## src/rtl/cpu_pkg.sv

```systemverilog
// Shared CPU front-end definitions: PC mux encodings (common with the decoder),
// fetch FSM states and the default reset PC.
package cpu_pkg;

  localparam logic [1:0] PC_SEL_SEQ = 2'd0;
  localparam logic [1:0] PC_SEL_REG = 2'd1;
  localparam logic [1:0] PC_SEL_BR  = 2'd2;
  localparam logic [1:0] PC_SEL_JMP = 2'd3;

  localparam logic [31:0] RESET_PC_DEFAULT = 32'h0000_0000;

  typedef enum logic [2:0] {
    FS_IDLE,
    FS_REQ,
    FS_WAIT,
    FS_HOLD,
    FS_FAULT
  } fetch_state_e;

endpackage

```

## src/rtl/next_pc_calc.sv

```systemverilog
// Combinational next-PC selection for the held instruction; also yields the
// link value and flags targets that are not word aligned.
module next_pc_calc
  import cpu_pkg::*;
(
  input  logic [31:0] pc,
  input  logic [31:0] instruction,
  input  logic [1:0]  pc_mux_sel,
  input  logic        bcond,
  input  logic [31:0] rs_val,
  output logic [31:0] next_pc,
  output logic [31:0] link_pc,
  output logic        misaligned
);

  logic [31:0] p4;
  logic [31:0] br_off;

  assign p4     = pc + 32'd4;
  assign br_off = {{14{instruction[15]}}, instruction[15:0], 2'b00};

  always_comb begin
    next_pc = p4;
    case (pc_mux_sel)
      PC_SEL_REG: next_pc = rs_val;
      PC_SEL_BR:  next_pc = bcond ? (p4 + br_off) : p4;
      PC_SEL_JMP: next_pc = {p4[31:28], instruction[25:0], 2'b00};
      default:    next_pc = p4;
    endcase
  end

  assign link_pc    = p4;
  assign misaligned = |next_pc[1:0];

endmodule

```

## src/rtl/instruction_fetch_unit.sv

```systemverilog
// Non-speculative single-outstanding instruction fetch: owns the PC, runs the
// imem req/gnt/rvalid handshake and holds one instruction for the decoder.
module instruction_fetch_unit
  import cpu_pkg::*;
#(
  parameter logic [31:0] RESET_PC = RESET_PC_DEFAULT,
  parameter int unsigned CNT_W    = 32
) (
  input  logic             clk,
  input  logic             rst_n,
  output logic             imem_req,
  output logic [31:0]      imem_addr,
  input  logic             imem_gnt,
  input  logic             imem_rvalid,
  input  logic [31:0]      imem_rdata,
  input  logic             imem_err,
  output logic [31:0]      instruction,
  output logic             instr_valid,
  input  logic             instr_ready,
  input  logic [1:0]       pc_mux_sel,
  input  logic             bcond,
  input  logic [31:0]      rs_val,
  output logic [31:0]      link_pc,
  output logic             fault,
  output logic [CNT_W-1:0] retired_cnt
);

  fetch_state_e     state_q, state_d;
  logic [31:0]      pc_q, pc_d;
  logic [31:0]      instr_q, instr_d;
  logic [CNT_W-1:0] cnt_q, cnt_d;
  logic             req_q, req_d;
  logic             vld_q, vld_d;
  logic             fault_q, fault_d;

  logic [31:0]      next_pc;
  logic             misaligned;

  next_pc_calc u_next_pc (
    .pc          (pc_q),
    .instruction (instr_q),
    .pc_mux_sel  (pc_mux_sel),
    .bcond       (bcond),
    .rs_val      (rs_val),
    .next_pc     (next_pc),
    .link_pc     (link_pc),
    .misaligned  (misaligned)
  );

  // Outputs are registered alongside the state so they track it exactly.
  always_comb begin
    state_d = state_q;
    pc_d    = pc_q;
    instr_d = instr_q;
    cnt_d   = cnt_q;
    req_d   = req_q;
    vld_d   = vld_q;
    fault_d = fault_q;
    case (state_q)
      FS_IDLE: begin
        state_d = FS_REQ;
        req_d   = 1'b1;
      end
      FS_REQ: begin
        if (imem_gnt) begin
          state_d = FS_WAIT;
          req_d   = 1'b0;
        end
      end
      FS_WAIT: begin
        if (imem_rvalid) begin
          if (imem_err) begin
            state_d = FS_FAULT;
            fault_d = 1'b1;
          end else begin
            state_d = FS_HOLD;
            instr_d = imem_rdata;
            vld_d   = 1'b1;
          end
        end
      end
      FS_HOLD: begin
        if (instr_ready) begin
          cnt_d = cnt_q + CNT_W'(1);
          vld_d = 1'b0;
          // A bad target still retires the instruction but leaves pc alone.
          if (misaligned) begin
            state_d = FS_FAULT;
            fault_d = 1'b1;
          end else begin
            state_d = FS_REQ;
            pc_d    = next_pc;
            req_d   = 1'b1;
          end
        end
      end
      FS_FAULT: begin
        req_d   = 1'b0;
        vld_d   = 1'b0;
        fault_d = 1'b1;
      end
      default: begin
        state_d = FS_FAULT;
        req_d   = 1'b0;
        vld_d   = 1'b0;
        fault_d = 1'b1;
      end
    endcase
  end

  always_ff @(posedge clk or negedge rst_n) begin
    if (!rst_n) begin
      state_q <= FS_IDLE;
      pc_q    <= RESET_PC;
      instr_q <= 32'h0;
      cnt_q   <= '0;
      req_q   <= 1'b0;
      vld_q   <= 1'b0;
      fault_q <= 1'b0;
    end else begin
      state_q <= state_d;
      pc_q    <= pc_d;
      instr_q <= instr_d;
      cnt_q   <= cnt_d;
      req_q   <= req_d;
      vld_q   <= vld_d;
      fault_q <= fault_d;
    end
  end

  assign imem_req    = req_q;
  assign imem_addr   = pc_q;
  assign instruction = instr_q;
  assign instr_valid = vld_q;
  assign fault       = fault_q;
  assign retired_cnt = cnt_q;

endmodule

```

## config.mk

```make
export PLATFORM = sky130hd
export DESIGN_NAME = instruction_fetch_unit
export DESIGN_NICKNAME = d
export VERILOG_FILES = /design/src/rtl/cpu_pkg.sv /design/src/rtl/next_pc_calc.sv /design/src/rtl/instruction_fetch_unit.sv
export SDC_FILE = /design/constraint.sdc
export NUM_CORES = 1
export LEC_CHECK = 0
export ABC_AREA = 1
export CAP_MARGIN = 20
export CORE_UTILIZATION = 25
export CTS_CLUSTER_SIZE = 20
export DETAILED_ROUTE_END_ITERATION = 12
export PLACE_DENSITY_LB_ADDON = 0.25
export SETUP_SLACK_MARGIN = 0.2
export SKIP_CTS_REPAIR_TIMING = 1
export SLEW_MARGIN = 20
export SYNTH_ARGS = -nofsm -noshare
export SYNTH_HDL_FRONTEND = slang
export SYNTH_HIERARCHICAL = 1
export SYNTH_SLANG_ARGS = --single-unit
```

## constraint.sdc

```tcl
create_clock -name clk -period 2.85 [get_ports clk]
set_clock_uncertainty 0.1 [all_clocks]
set_input_delay 0.285 -clock clk [delete_from_list [all_inputs] [get_ports clk]]
set_output_delay 0.285 -clock clk [all_outputs]
set_load 0.005 [all_outputs]
```

==> impl_metrics.ini <==
[layout]
drive_gt1_share_pct = 30.1
regArea_um2 = 2560
fin_util_pct = 42.9
post-route-cell-area_um2 = 14500
multi_input_area_um2 = 6410
layout.nets = 1864
layout_common_cells = nand2_1, buf_4, clkdlybuf4s50_1
areaGrowthSynthToFinish_pct = 67.7
final_common_cell = nand2_1
fillers = 3392

[yosys]
yosysUniqueCellTypes = 46
synth_top_family_by_area = simple AND/OR/NAND/NOR gates
synthesis.area_um2 = 8650
synth-compound-area-share_pct = 9.59
synth_edf_count = 0
synth_flop_cell = dfrtp_1
synth_simple_gate_area_share_pct = 39.7
synth_cells = 1357
avgSynthCellArea_um2 = 6.37
async_flop_share_pct = 100
yosys.area_share.adder_pct = 5.29
synthXorXnorAreaFrac_pct = 5.34
synth_mux_area_share_pct = 0
yosysWarnings = 6
synth-seq-area-share_pct = 29.5
synth_nets = 1466
synth_seq_cells = 102

[grt]
grt_use_met3_pct = 4.32
antenna_found_initial = 6
grt_pass1_vias = 9988
track_usage_pct = 20.7
grt_first_pass_wirelength_mm = 56.3
met2_usage_pct = 33.5
grt_start_max_net_pins = 78
top_usage_layer = met2
overflow = 0
use_met1_pct = 27.4

[worst_hold_path]
hold_class = input pin to async pin

[floorplanning]
die_w_um = 188
coreArea_um2 = 33800
die_y_um = 188
dieArea_um2 = 35400
io_pins = 204
initial_core_util_pct = 25.6
rows = 67

[clocking]
cts_buffers = 9
root_buffer = clkbuf_16
h-tree-depth = 3
cts_tree = built
clk_pin_slew_ns = 0.09
clock_latency_ns = 0.37
ctsLongestPathBuffers = 2
cts.sinks = 102

[timing]
setup_violations = 26
holdWs_ns = 0.265
min_period_over_period_pct = 115
maxSlewViolCount = 0
fin_crit_ns = 3.27
max_freq_mhz = 306
worstMarginPinSlew_ns = 0.582
slew-limit-headroom_pct = 61.2
finalWorstSetupSlack_ns = -0.421
finalSetupTns_ns = -6.15
rsz0062_at_grt = yes
hold_violations = 0

[worst_setup_path]
crit_chain = ha_4, nand2_2, inv_2, nand2_2, inv_4, nand2_4, buf_6, nor2_4, xor2_4, inv_2, ha_4, nand2_4, inv_1, nand2_1, nand2_2, a21oi_2, nand2_4, xnor2_2, o211ai_1, nand2_1, nand2_1, inv_1, o21ai_1
ff2ff_setup_slack_ns = -0.42
max_stage_delay_ns = 0.43
crit_buf_inv = 6
slowest_stage = dfrtp_2
regToRegEndpoint = imem_addr[15]
cp_top_family = simple AND/OR/NAND/NOR gates
worstSetupPathType = flip-flop to flip-flop
r2r_start = imem_addr[2]
cp-start-kind = flip-flop
endpoint_kind = flip-flop
ff2ff_path_depth = 23
critPathMaxFanout = 4
worst-endpoint-arrival_ns = 3.47
required_ns = 3.05

[placed_design]
gp_congestion = 0.948
dp_hpwl_mm = 29.4
post-place-ws_ns = -0.689
port_buffers = 203
dpl_cell_area_um2 = 12800

[drt]
ant_nets = 0
wl_mm = 37.3
vias = 10300
drt-pass1-iter-count = 6
drc = 0
drt_iter0_drc = 615
routedWlPerCell_um = 16.9
vias_per_cell = 4.67

[power_and_ir_drop]
cellLeakagePower_nw = 7.19
p_per_area_nw_per_um2 = 560
ir_drop_mv = 0.312

[run_status]
violations = negative setup slack
status = complete, but fails checks

[run]
drv_cap = 0
==> through the flow <==
step           total power [mW]  instances
6_report                   8.12       2209
5_1_grt                    8.67       2208
4_1_cts                    7.50       2179
3_5_place_dp               6.07       2163
3_3_place_gp               6.06       2163
2_1_floorplan              3.75       1357
==> power breakdown <==
| part | internal, mW | switching (mW) |
|---|---|---|
| logic | 2.39 | 2.26 |
| clock network | 0.712 | 0.678 |
| registers | 1.74 | 0.341 |
==> layout make-up <==
type	instances	share of cell area, %
repair buffers	420	26.7
clock inverters	7	0.673
flip-flops and latches	102	17.7
well taps	448	3.86
inverters	202	5.31
clock buffers	9	1.55
multi-input cells	1020	44.2
diodes	1	0.0173
==> worst max-delay path by stage <==
| stage | from | endpoint | slack, ns | cells past startpoint |
|---|---|---|---|---|
| after CTS | imem_addr[2] | imem_addr[25] | -0.72 | 23 |
| final | imem_addr[2] | imem_addr[15] | -0.42 | 23 |
| after floorplan | imem_addr[2] | imem_addr[31] | 0.08 | 24 |
| after global placement | imem_addr[2] | imem_addr[25] | -0.68 | 23 |
| after global routing | imem_addr[2] | imem_addr[31] | -0.57 | 23 |
| after detailed placement | imem_addr[2] | imem_addr[25] | -0.69 | 23 |
==> Yosys cell counts, types with 9 or more instances <==
library cell	count	area share [%]
a21oi_1	45	2.6
a221oi_1	9	0.91
buf_2	10	0.58
clkbuf_1	13	0.56
dfrtp_1	102	30
ha_1	35	5.1
inv_1	193	8.4
nand2_1	474	21
nand3_1	111	6.4
nand4_1	28	2.0
nor2_1	116	5.0
nor2_2	11	0.80
nor3_1	13	0.75
o211ai_1	9	0.78
o21ai_0	41	2.4
o21ai_1	17	0.98
o21bai_1	10	0.87
xnor2_1	25	2.5
xor2_1	24	2.4
==> flip-flops by register name, indices dropped and copies added (netlist names) <==
signal       count
state_q          3
imem_req         1
retired_cnt     32
fault            1
imem_addr       32
instr_valid      1
instruction     32
==> per-layer routing <==
| layer | routed length, um | up-vias | share of wire [%] |
|---|---|---|---|
| met5 | 54 | - | 0.14 |
| met4 | 1080 | 8 | 2.9 |
| met3 | 2360 | 68 | 6.3 |
| met2 | 17300 | 313 | 46 |
| met1 | 16500 | 4838 | 44 |
| li1 | - | 5088 | - |
==> kinds of logic (layout without fill, tap and decap cells) <==
group                      Yosys count  in the layout
DFF                                102            102
adders and majority gates           36             36
AOI/OAI and AO/OA                  142            142
other                                0              1
xor gates and xnor gates            51             51
and+or+nand+nor                    791            791
buffers and inverters              235            638
Power figures use the tool's default switching activity.
